File: src/rtl/soc_uart_pkg.sv
// rtl/soc_uart_pkg.sv - shared types and constants for the 16x-oversampled UART with FIFOs
package soc_uart_pkg;

   typedef enum logic [1:0] {PAR_NONE, PAR_EVEN, PAR_ODD} parity_t;

   typedef enum logic [2:0] {
      RX_WAITING, RX_WAITSTART, RX_DATA, RX_PARITY, RX_WAITSTOP, RX_BREAK
   } rx_state_t;

   typedef enum logic [2:0] {TX_IDLE, TX_START, TX_DATA, TX_PARITY, TX_STOP} tx_state_t;

   localparam int unsigned SUBBITS = 16;
   localparam int unsigned BIDXW   = 3;

   // Parity bit that completes the frame: even -> total ones even, odd -> total ones odd.
   function automatic logic par_fill(input logic ones_odd, input parity_t mode);
      return (mode == PAR_ODD) ? ~ones_odd : ones_odd;
   endfunction

endpackage

File: src/rtl/soc_uart_fifo_buf.sv
// rtl/soc_uart_fifo_buf.sv - circular FIFO; push on full is accepted only together with a pop
module soc_uart_fifo_buf #(
   parameter int unsigned WIDTH = 8,
   parameter int unsigned DEPTH = 4
) (
   input  logic                     clk_i,
   input  logic                     rst_i,
   input  logic                     push_i,
   input  logic [WIDTH-1:0]         data_i,
   input  logic                     pop_i,
   output logic [WIDTH-1:0]         head_o,
   output logic                     full_o,
   output logic                     empty_o,
   output logic [$clog2(DEPTH):0]   level_o
);
   localparam int unsigned AW = $clog2(DEPTH);

   logic [WIDTH-1:0] mem_q [DEPTH];
   logic [AW-1:0]    wr_q, rd_q;
   logic [AW:0]      cnt_q, cnt_d;
   logic             push_eff, pop_eff;

   assign empty_o  = (cnt_q == '0);
   assign full_o   = (cnt_q == (AW+1)'(DEPTH));
   assign level_o  = cnt_q;
   assign head_o   = mem_q[rd_q];
   assign pop_eff  = pop_i && !empty_o;
   assign push_eff = push_i && (!full_o || pop_eff);

   always_comb begin
      cnt_d = cnt_q;
      case ({push_eff, pop_eff})
         2'b10:   cnt_d = cnt_q + (AW+1)'(1);
         2'b01:   cnt_d = cnt_q - (AW+1)'(1);
         default: cnt_d = cnt_q;
      endcase
   end

   always_ff @(posedge clk_i) begin
      if (rst_i) begin
         wr_q  <= '0;
         rd_q  <= '0;
         cnt_q <= '0;
      end else begin
         if (push_eff) wr_q <= wr_q + AW'(1);
         if (pop_eff)  rd_q <= rd_q + AW'(1);
         cnt_q <= cnt_d;
      end
   end

   always_ff @(posedge clk_i) begin
      if (push_eff) mem_q[wr_q] <= data_i;
   end

endmodule

File: src/rtl/soc_uart_fifo.sv
// rtl/soc_uart_fifo.sv - UART RX/TX engines on a shared 16x sub-bit counter, each backed by a FIFO
module soc_uart_fifo
   import soc_uart_pkg::*;
#(
   parameter int unsigned DATA_BITS = 8,
   parameter parity_t     PARITY    = PAR_NONE,
   parameter int unsigned RX_DEPTH  = 4,
   parameter int unsigned TX_DEPTH  = 4
) (
   input  logic                        uclk,
   input  logic                        res,
   input  logic                        uart_rx,
   output logic                        uart_tx,
   output logic                        rx_valid,
   output logic [DATA_BITS-1:0]        rx_data,
   input  logic                        rx_pop,
   output logic [$clog2(RX_DEPTH):0]   rx_level,
   output logic                        tx_ready,
   input  logic [DATA_BITS-1:0]        tx_data,
   input  logic                        tx_push,
   output logic                        tx_idle,
   output logic                        rx_overrun,
   output logic                        rx_break,
   output logic                        rx_parity_err,
   input  logic                        ack
);
   localparam int unsigned     CNTW = $clog2(SUBBITS);
   localparam logic [CNTW-1:0] HALF = CNTW'(SUBBITS / 2);
   localparam logic [BIDXW-1:0] LAST = BIDXW'(DATA_BITS - 1);

   logic [CNTW-1:0] cnt_q, cnt_d;
   assign cnt_d = cnt_q + CNTW'(1);

   always_ff @(posedge uclk) begin
      if (res) cnt_q <= '0;
      else     cnt_q <= cnt_d;
   end

   rx_state_t            rx_state_q;
   logic [CNTW-1:0]      rx_samp_q;
   logic [BIDXW-1:0]     rx_idx_q;
   logic [DATA_BITS-1:0] rx_shift_q;
   logic                 rx_par_q;
   logic                 rx_at_samp, rx_stop_ok, rx_push, rx_pop_eff, rx_full, rx_empty;
   logic                 ovr_set, brk_set, perr_set;
   logic                 ovr_q, brk_q, perr_q;

   assign rx_at_samp = (cnt_q == rx_samp_q);
   assign rx_stop_ok = (rx_state_q == RX_WAITSTOP) && rx_at_samp && uart_rx;
   assign rx_pop_eff = rx_pop && !rx_empty;
   assign rx_push    = rx_stop_ok && (!rx_full || rx_pop_eff);
   assign ovr_set    = rx_stop_ok && rx_full && !rx_pop_eff;
   assign brk_set    = (rx_state_q == RX_WAITSTOP) && rx_at_samp && !uart_rx;
   assign perr_set   = rx_stop_ok && (PARITY != PAR_NONE)
                       && (rx_par_q != par_fill(^rx_shift_q, PARITY));

   // Data bits shift in from the top so the first (LSB) bit lands at bit 0 after DATA_BITS shifts.
   always_ff @(posedge uclk) begin
      if (res) begin
         rx_state_q <= RX_WAITING;
         rx_samp_q  <= '0;
         rx_idx_q   <= '0;
         rx_shift_q <= '0;
         rx_par_q   <= 1'b0;
      end else begin
         case (rx_state_q)
            RX_WAITING: if (!uart_rx) begin
               rx_samp_q  <= cnt_q + HALF;
               rx_state_q <= RX_WAITSTART;
            end
            RX_WAITSTART: begin
               if (uart_rx) rx_state_q <= RX_WAITING;
               else if (rx_at_samp) begin
                  rx_idx_q   <= '0;
                  rx_state_q <= RX_DATA;
               end
            end
            RX_DATA: if (rx_at_samp) begin
               rx_shift_q <= {uart_rx, rx_shift_q[DATA_BITS-1:1]};
               rx_idx_q   <= rx_idx_q + BIDXW'(1);
               if (rx_idx_q == LAST)
                  rx_state_q <= (PARITY != PAR_NONE) ? RX_PARITY : RX_WAITSTOP;
            end
            RX_PARITY: if (rx_at_samp) begin
               rx_par_q   <= uart_rx;
               rx_state_q <= RX_WAITSTOP;
            end
            RX_WAITSTOP: if (rx_at_samp) rx_state_q <= uart_rx ? RX_WAITING : RX_BREAK;
            RX_BREAK:    if (uart_rx) rx_state_q <= RX_WAITING;
            default:     rx_state_q <= RX_WAITING;
         endcase
      end
   end

   always_ff @(posedge uclk) begin
      if (res) begin
         ovr_q  <= 1'b0;
         brk_q  <= 1'b0;
         perr_q <= 1'b0;
      end else begin
         ovr_q  <= ovr_set  | (ovr_q  & ~ack);
         brk_q  <= brk_set  | (brk_q  & ~ack);
         perr_q <= perr_set | (perr_q & ~ack);
      end
   end

   assign rx_overrun    = ovr_q;
   assign rx_break      = brk_q;
   assign rx_parity_err = perr_q;
   assign rx_valid      = !rx_empty;

   soc_uart_fifo_buf #(.WIDTH(DATA_BITS), .DEPTH(RX_DEPTH)) u_rx_fifo (
      .clk_i   (uclk),
      .rst_i   (res),
      .push_i  (rx_push),
      .data_i  (rx_shift_q),
      .pop_i   (rx_pop),
      .head_o  (rx_data),
      .full_o  (rx_full),
      .empty_o (rx_empty),
      .level_o (rx_level)
   );

   tx_state_t                   tx_state_q;
   logic [CNTW-1:0]             tx_edge_q;
   logic [BIDXW-1:0]            tx_idx_q;
   logic [DATA_BITS-1:0]        tx_shift_q, tx_head;
   logic                        tx_par_q, tx_q, tx_bit;
   logic                        tx_at_edge, tx_pre_edge, tx_pop, tx_full, tx_empty;
   logic [$clog2(TX_DEPTH):0]   tx_level;

   assign tx_at_edge  = (cnt_q == tx_edge_q);
   assign tx_pre_edge = (cnt_d == tx_edge_q);
   assign tx_pop      = !tx_empty && ((tx_state_q == TX_IDLE)
                        || ((tx_state_q == TX_STOP) && tx_pre_edge));

   always_comb begin
      tx_bit = 1'b1;
      case (tx_state_q)
         TX_START:  tx_bit = 1'b0;
         TX_DATA:   tx_bit = tx_shift_q[0];
         TX_PARITY: tx_bit = tx_par_q;
         default:   tx_bit = 1'b1;
      endcase
   end

   // Line changes only at the edge point; state moves one cycle earlier so each bit holds 16 uclk.
   always_ff @(posedge uclk) begin
      if (res) begin
         tx_state_q <= TX_IDLE;
         tx_edge_q  <= '0;
         tx_idx_q   <= '0;
         tx_shift_q <= '0;
         tx_par_q   <= 1'b0;
         tx_q       <= 1'b1;
      end else begin
         if (tx_state_q == TX_IDLE) tx_q <= 1'b1;
         else if (tx_at_edge)       tx_q <= tx_bit;
         case (tx_state_q)
            TX_IDLE: if (!tx_empty) begin
               tx_edge_q  <= cnt_d;
               tx_state_q <= TX_START;
            end
            TX_START: if (tx_pre_edge) tx_state_q <= TX_DATA;
            TX_DATA: if (tx_pre_edge) begin
               if (tx_idx_q == LAST)
                  tx_state_q <= (PARITY != PAR_NONE) ? TX_PARITY : TX_STOP;
               else begin
                  tx_shift_q <= tx_shift_q >> 1;
                  tx_idx_q   <= tx_idx_q + BIDXW'(1);
               end
            end
            TX_PARITY: if (tx_pre_edge) tx_state_q <= TX_STOP;
            TX_STOP:   if (tx_pre_edge) tx_state_q <= tx_empty ? TX_IDLE : TX_START;
            default:   tx_state_q <= TX_IDLE;
         endcase
         if (tx_pop) begin
            tx_shift_q <= tx_head;
            tx_par_q   <= par_fill(^tx_head, PARITY);
            tx_idx_q   <= '0;
         end
      end
   end

   assign uart_tx  = tx_q;
   assign tx_ready = !tx_full;
   assign tx_idle  = (tx_state_q == TX_IDLE) && (tx_level == '0);

   soc_uart_fifo_buf #(.WIDTH(DATA_BITS), .DEPTH(TX_DEPTH)) u_tx_fifo (
      .clk_i   (uclk),
      .rst_i   (res),
      .push_i  (tx_push && !tx_full),
      .data_i  (tx_data),
      .pop_i   (tx_pop),
      .head_o  (tx_head),
      .full_o  (tx_full),
      .empty_o (tx_empty),
      .level_o (tx_level)
   );

endmodule

File: config.mk
export PLATFORM = sky130hd
export DESIGN_NAME = soc_uart_fifo
export DESIGN_NICKNAME = d
export VERILOG_FILES = /design/src/rtl/soc_uart_pkg.sv /design/src/rtl/soc_uart_fifo_buf.sv /design/src/rtl/soc_uart_fifo.sv
export SDC_FILE = /design/constraint.sdc
export NUM_CORES = 1
export LEC_CHECK = 0
export CORE_AREA = 2 2 153 155
export DETAILED_ROUTE_END_ITERATION = 8
export DIE_AREA = 0 0 155 157
export PLACE_DENSITY = 0.47
export SLEW_MARGIN = 30
export SYNTH_ARGS = -nofsm -noshare
export SYNTH_HDL_FRONTEND = slang
export SYNTH_SLANG_ARGS = --single-unit
export TNS_END_PERCENT = 50
File: constraint.sdc
create_clock -name uclk -period 3.7 [get_ports uclk]
set_clock_uncertainty 0.1 [all_clocks]
set_input_delay 0.74 -clock uclk [delete_from_list [all_inputs] [get_ports uclk]]
set_output_delay 0.74 -clock uclk [all_outputs]
set_load 0.03 [all_outputs]
==> results of run 1 <==
[cells by family (layout without fill, tap and decap cells)]
group,count (synthesis),count (layout),share of synthesized area
fa+ha+maj,17,17,0.0424
flops,127,127,0.592
buf+inv,42,83,0.0352
xor+xnor,30,30,0.0543
compound gates,48,48,0.0580
mux,38,38,0.108
simple gates,116,116,0.110
[layout make-up]
class | instances | area (sq um)
inverters | 19 | 71.3
fillers | 2274 | 16000
repair buffers | 32 | 313
multi-input cells | 249 | 2000
well taps | 285 | 357
clock inverters | 14 | 111
clock buffers | 18 | 429
flip-flops and latches | 127 | 3180
[worst min-delay path, delay by kind of cell (launching register included)]
family           cells  cell delay, ns
flip-flops           1            0.31
AND/OR/NAND/NOR      1            0.06
AO/OA/AOI/OAI        1            0.05
[power groups by stage]
stage	logic [uW]	clock network [uW]	registers (uW)
after floorplan	642	0	1690
after global placement	767	0	1730
after detailed placement	775	0	1740
after CTS	779	1560	1710
after global routing	849	1620	1730
final	767	1520	1710
[state kept, by name (all words and copies together), names as in the netlist, 2 cells and up, named ones only]
| register | cells |
|---|---|
| u_rx_fifo.mem_q | 32 |
| u_tx_fifo.mem_q | 32 |
| rx_shift_q | 8 |
| tx_shift_q | 8 |
| cnt_q | 4 |
| rx_samp_q | 4 |
| tx_edge_q | 4 |
| rx_idx_q | 3 |
| rx_state_q | 3 |
| tx_idx_q | 3 |
| tx_state_q | 3 |
| u_rx_fifo.level_o | 3 |
| u_tx_fifo.level_o | 3 |
| u_rx_fifo.rd_q | 2 |
| u_rx_fifo.wr_q | 2 |
| u_tx_fifo.rd_q | 2 |
| u_tx_fifo.wr_q | 2 |
[metal layers]
metal | GRT usage | part of all wire | up-vias | routed length [microns]
met5 | 0 | 0 | - | 0
met1 | 0.101 | 0.46 | 1560 | 4560
met2 | 0.141 | 0.49 | 38 | 4770
li1 | - | - | 1563 | -
met4 | 0.0397 | 0.019 | 0 | 191
met3 | 0.0275 | 0.029 | 17 | 282
[cells in the mapped netlist, types with 2 or more instances]
master,number
nand3_1,7
clkbuf_2,2
and3_1,4
xnor2_1,17
dfxtp_1,63
inv_1,18
mux4_2,16
xor2_1,10
buf_4,5
o21ai_0,4
nor3_1,16
nor4_1,2
edfxtp_1,64
a211oi_1,16
nor2_1,41
ha_1,15
xor2_2,2
and2_1,8
a21oi_1,18
or3_1,7
nand2_1,15
clkbuf_1,12
mux2i_1,22
fa_1,2
nand2b_1,2
buf_2,2
nor2b_1,4
[worst paths after layout]
kind | endpoint | from | slack, ns
worst max-delay path | u_tx_fifo.level_o[2] | cnt_q[0] | 0.50
worst min-delay path | rx_break | rx_break | 0.37
worst max register to register | u_tx_fifo.level_o[2] | cnt_q[0] | 0.50
worst min register to register | rx_break | rx_break | 0.37
[through the flow]
step,instance area [sq um],power (uW),utilization
after CTS,6460,4050,0.287
after detailed placement,5920,2510,0.263
after floorplan,5370,2330,-
after global routing,6460,4200,0.287
after global placement,5920,2500,0.263
final,6460,3990,0.287
==> run_results.csv, run 1 <==
group,metric,value,unit
synth,synthTopCellsByArea,"edfxtp_1 (36%), dfxtp_1 (23%), mux4_2 (6.7%)",
sta,hold_ws,0.373,ns
clocking,cts_setup_buffers,0,
synth,yosys_warnings,0,
grt,grt_overflow,0,
die,start_util,0.239,
grt,grt_pass1_vias,3129,
setup_path,max_stage_delay,0.48,ns
sta,tightest_slew,0.826,ns
clocking,cts_tree,"yes",
routing,dr.pass1.iters,4,
power,p_comb_frac,0.192,
power,p_leak,0.00228,uW
power,clockPowerShare,0.381,
cells_and_area,syn2layout_area_growth,20.3,%
routing,routed_wl,9800,microns
synth,syn-num-nets,449,
setup_path,reg2reg_depth,12,
die,core_area,0.0225,sq mm
grt,grt_max_degree,44,
die,rows,55,
setup_path,cpMostUsedCell,"ha_1",
cells_and_area,layout_common_cells,"edfxtp_1 (64), dfxtp_1 (63), nor2_1 (41), clkdlybuf4s50_1 (30), mux2i_1 (22)",
power,power.internal,2820,uW
clocking,ctsResizeCount,0,
sta,clock.fmax,313,MHz
sta,period_needed,3.20,ns
setup_path,worstPathMaxFanout,8,
synth,yosysUniqueCellTypes,51,
setup_path,critPathKind,"reg -> reg",
hold_path,hold_class,"reg -> reg",
routing,avgRoutedWirePerCell,13.2,microns
sta,slew_headroom,0.449,
clocking,cts_sinks,127,
cells_and_area,antenna-diode-count,0,
cells_and_area,final_common_cell,"edfxtp_1",
setup_path,critPathBufInv,2,
clocking,root_buffer,"clkbuf_16",
grt,grt_use_total,0.0854,
job,maxCapViolations,0,
placement,routabilityCongestion,0.771,
placement,io_buffers,31,
synth,netlist_instances,418,
sta,finalWorstSetupSlack,0.504,ns
synth,synth_top_area_frac,0.358,
hold_path,hold_depth,2,
setup_path,crit_slowest_cell,"dfxtp_1",
outcome,outcome,"finished clean",
die,ios,32,
setup_path,crit_path_start_kind,"flop",
grt,antenna_found_initial,0,
die,dieWidth,155,microns
synth,ys_async_sr_fraction,0,
clocking,clockBufferDepth,2,
sta,rsz0062_at_grt,"no",
power,seqPwrFrac,0.427,
clocking,htreeDepth,4,
setup_path,cp_num_cells,12,
synth,synth_area,0.00537,sq mm
clocking,clock_latency,0.42,ns
routing,vias,3178,
synth,ys.flop_type,"edfxtp_1",
setup_path,path_cells,"ha_1 > xnor3_1 > nand3_1 > o21ai_2 > nand2_1 > inv_2 > ha_1 > inv_1 > fa_1 > xor2_1 > or3_1 > a21oi_1",
synth,syn_area_per_cell,12.9,sq um
power,vdd_ir_drop_max,385,uV
setup_path,required,3.93,ns
sta,finalSetupTns,0,ns
routing,first_iter_violations,133,
routing,drc,0,
cells_and_area,stdcell_count,744,
grt,grt_pass1_wl,15900,microns
power,powerDensity,618,mW/mm^2
sta,period_share,0.864,
synth,synth-edff-count,64,
placement,place_inst,712,
routing,vias_per_cell,4.27,
power,switchingPower,1180,uW
setup_path,crit_arrival,3.43,ns
placement,dp_hpwl,6570,microns
setup_path,critPathTopFamily,"adder cells",
setup_path,end_kind,"flop",
placement,place_ws,0.457,ns
sta,finalSetupViolCount,0,
routing,postRouteAntennaNets,0,
clocking,cts_buffers,17,
synth,synth_top_area_cell,"edfxtp_1",
clocking,holdBufCountCts,0,
sta,drv_slew,0,
cells_and_area,drive_gt1_frac,0.129,
synth,ys_seq_area_frac,0.592,
power,sw_frac_of_total,0.295,
cells_and_area,nets,477,
clocking,cts.clk_slew.worst_paths,0.06,ns
sta,hold_viol,0,
die,die-area,0.0243,sq mm
synth,ys_seq_elements,127,
die,fp.dieH,157,microns
Note: power is estimated with default switching activity, not from simulation.
==> run 2: changes to the inputs <==
- ABC_CLOCK_PERIOD_IN_PS: not set -> 3700
- CORE_AREA: 2 2 153 155 -> 4 4 155 157
- DIE_AREA: 0 0 155 157 -> 0 0 159 161
==> run_results.csv, run 2 (synthesis gave the netlist of run 1 again) <==
group,metric,value,unit
outcome,outcome,"finished clean",
power,vdd_ir_drop_max,379,uV
cells_and_area,final_common_cell,"edfxtp_1",
grt,antenna_found_initial,0,
sta,finalWorstSetupSlack,0.427,ns
cells_and_area,stdcell_count,744,
placement,dp_hpwl,6610,microns
grt,grt_max_degree,43,
job,maxCapViolations,0,
routing,first_iter_violations,134,
routing,postRouteAntennaNets,0,
routing,avgRoutedWirePerCell,13.2,microns
cells_and_area,biggestRegsByFlops,"u_rx_fifo.mem_q: 32 flops, u_tx_fifo.mem_q: 32 flops",
setup_path,critPathKind,"reg -> reg",
power,p_leak,0.00230,uW
clocking,ctsResizeCount,0,
clocking,clockBufferDepth,2,
clocking,clock_latency,0.41,ns
routing,routed_wl,9790,microns
sta,clock.fmax,306,MHz
die,die-area,0.0256,sq mm
routing,vias,3196,
sta,slew_headroom,0.463,
setup_path,max_stage_delay,0.49,ns
setup_path,path_cells,"ha_1 > xnor2_1 > nand3_1 > o21ai_2 > nand2_1 > inv_2 > ha_1 > inv_1 > fa_1 > xor2_1 > or3_1 > a21oi_1",
die,start_util,0.239,
sta,rsz0062_at_grt,"no",
power,power,4060,uW
cells_and_area,layout_common_cells,"edfxtp_1 (64), dfxtp_1 (63), nor2_1 (41), clkdlybuf4s50_1 (30), mux2i_1 (22)",
die,rows,55,
grt,grt_pass1_wl,16400,microns
cells_and_area,drive_gt1_frac,0.131,
clocking,root_buffer,"clkbuf_16",
clocking,holdBufCountCts,0,
setup_path,crit_slowest_cell,"dfxtp_1",
setup_path,cpMostUsedCell,"ha_1",
cells_and_area,antenna-diode-count,0,
clocking,cts_tree,"yes",
sta,period_share,0.885,
cells_and_area,nets,477,
setup_path,worstPathMaxFanout,8,
routing,dr.pass1.iters,4,
sta,hold_viol,0,
setup_path,required,3.93,ns
cells_and_area,syn2layout_area_growth,20.7,%
placement,routabilityCongestion,0.729,
grt,grt_use_total,0.0797,
die,core_area,0.0225,sq mm
clocking,htreeDepth,4,
grt,grt_pass1_vias,3210,
placement,place_ws,0.428,ns
sta,drv_slew,0,
hold_path,hold_class,"reg -> reg",
setup_path,end_kind,"flop",
setup_path,crit_arrival,3.50,ns
sta,finalSetupViolCount,0,
grt,grt_overflow,0,
sta,period_needed,3.27,ns
die,fp.dieH,161,microns
routing,drc,0,
clocking,cts_buffers,17,
sta,finalSetupTns,0,ns
clocking,cts.clk_slew.worst_paths,0.06,ns
sta,tightest_slew,0.806,ns
routing,vias_per_cell,4.30,
clocking,cts_setup_buffers,0,
clocking,cts_sinks,127,
power,powerDensity,625,mW/mm^2
placement,place_inst,712,
placement,io_buffers,31,
die,dieWidth,159,microns
setup_path,crit_path_start_kind,"flop",
die,ios,32,
==> run 2: cell types whose count changed in the layout (fill, tap and decap cells not counted) <==
cell,delta
clkinvlp_4,-4
inv_6,+4
inv_8,+3
clkbuf_1,-1
clkinv_2,-1
clkinv_4,-1
==> run 2: final timing paths <==
check            from                    to  slack, ns  depth (start not counted)
max          cnt_q[0]  u_tx_fifo.level_o[2]       0.43                         12
min          rx_break              rx_break       0.37                          2
max reg2reg  cnt_q[0]  u_tx_fifo.level_o[2]       0.43                         12
min reg2reg  rx_break              rx_break       0.37                          2
==> run 2: cell type report <==
type	count	area, sq um
well taps	285	357
flip-flops and latches	127	3180
repair buffers	32	313
fillers	2246	16000
multi-input cells	249	2000
clock buffers	17	425
inverters	19	71.3
clock inverters	15	136
==> run 2: power breakdown <==
part	switching, uW	internal (uW)
combinational	419	348
sequential	97.0	1600
clock	698	891
total	1210	2840
==> run 2: worst max-delay path: cells and delay by family, from the launching register on <==
kind | cells | cell delay, ns
adders and majority gates | 3 | 0.89
DFF | 1 | 0.49
buffers and inverters | 2 | 0.23
xor gates and xnor gates | 2 | 0.38
AOI/OAI and AO/OA | 2 | 0.40
and+or+nand+nor | 3 | 0.70
==> run 2: layer usage <==
metal | track usage | vias up | part of all wire
met1 | 0.0921 | 1564 | 0.44
met4 | 0.0371 | 0 | 0.015
met2 | 0.137 | 49 | 0.51
li1 | - | 1569 | -
met5 | 0 | - | 0
met3 | 0.0232 | 14 | 0.030
==> run 2: per-stage QoR <==
step	area (sq um)	util	hold WS [ns]
floorplan	5370	-	0.344
finish	6490	0.288	0.368
global route	6490	0.288	0.387
global placement	5920	0.263	0.361
detailed placement	5920	0.263	0.365
CTS	6490	0.288	0.374
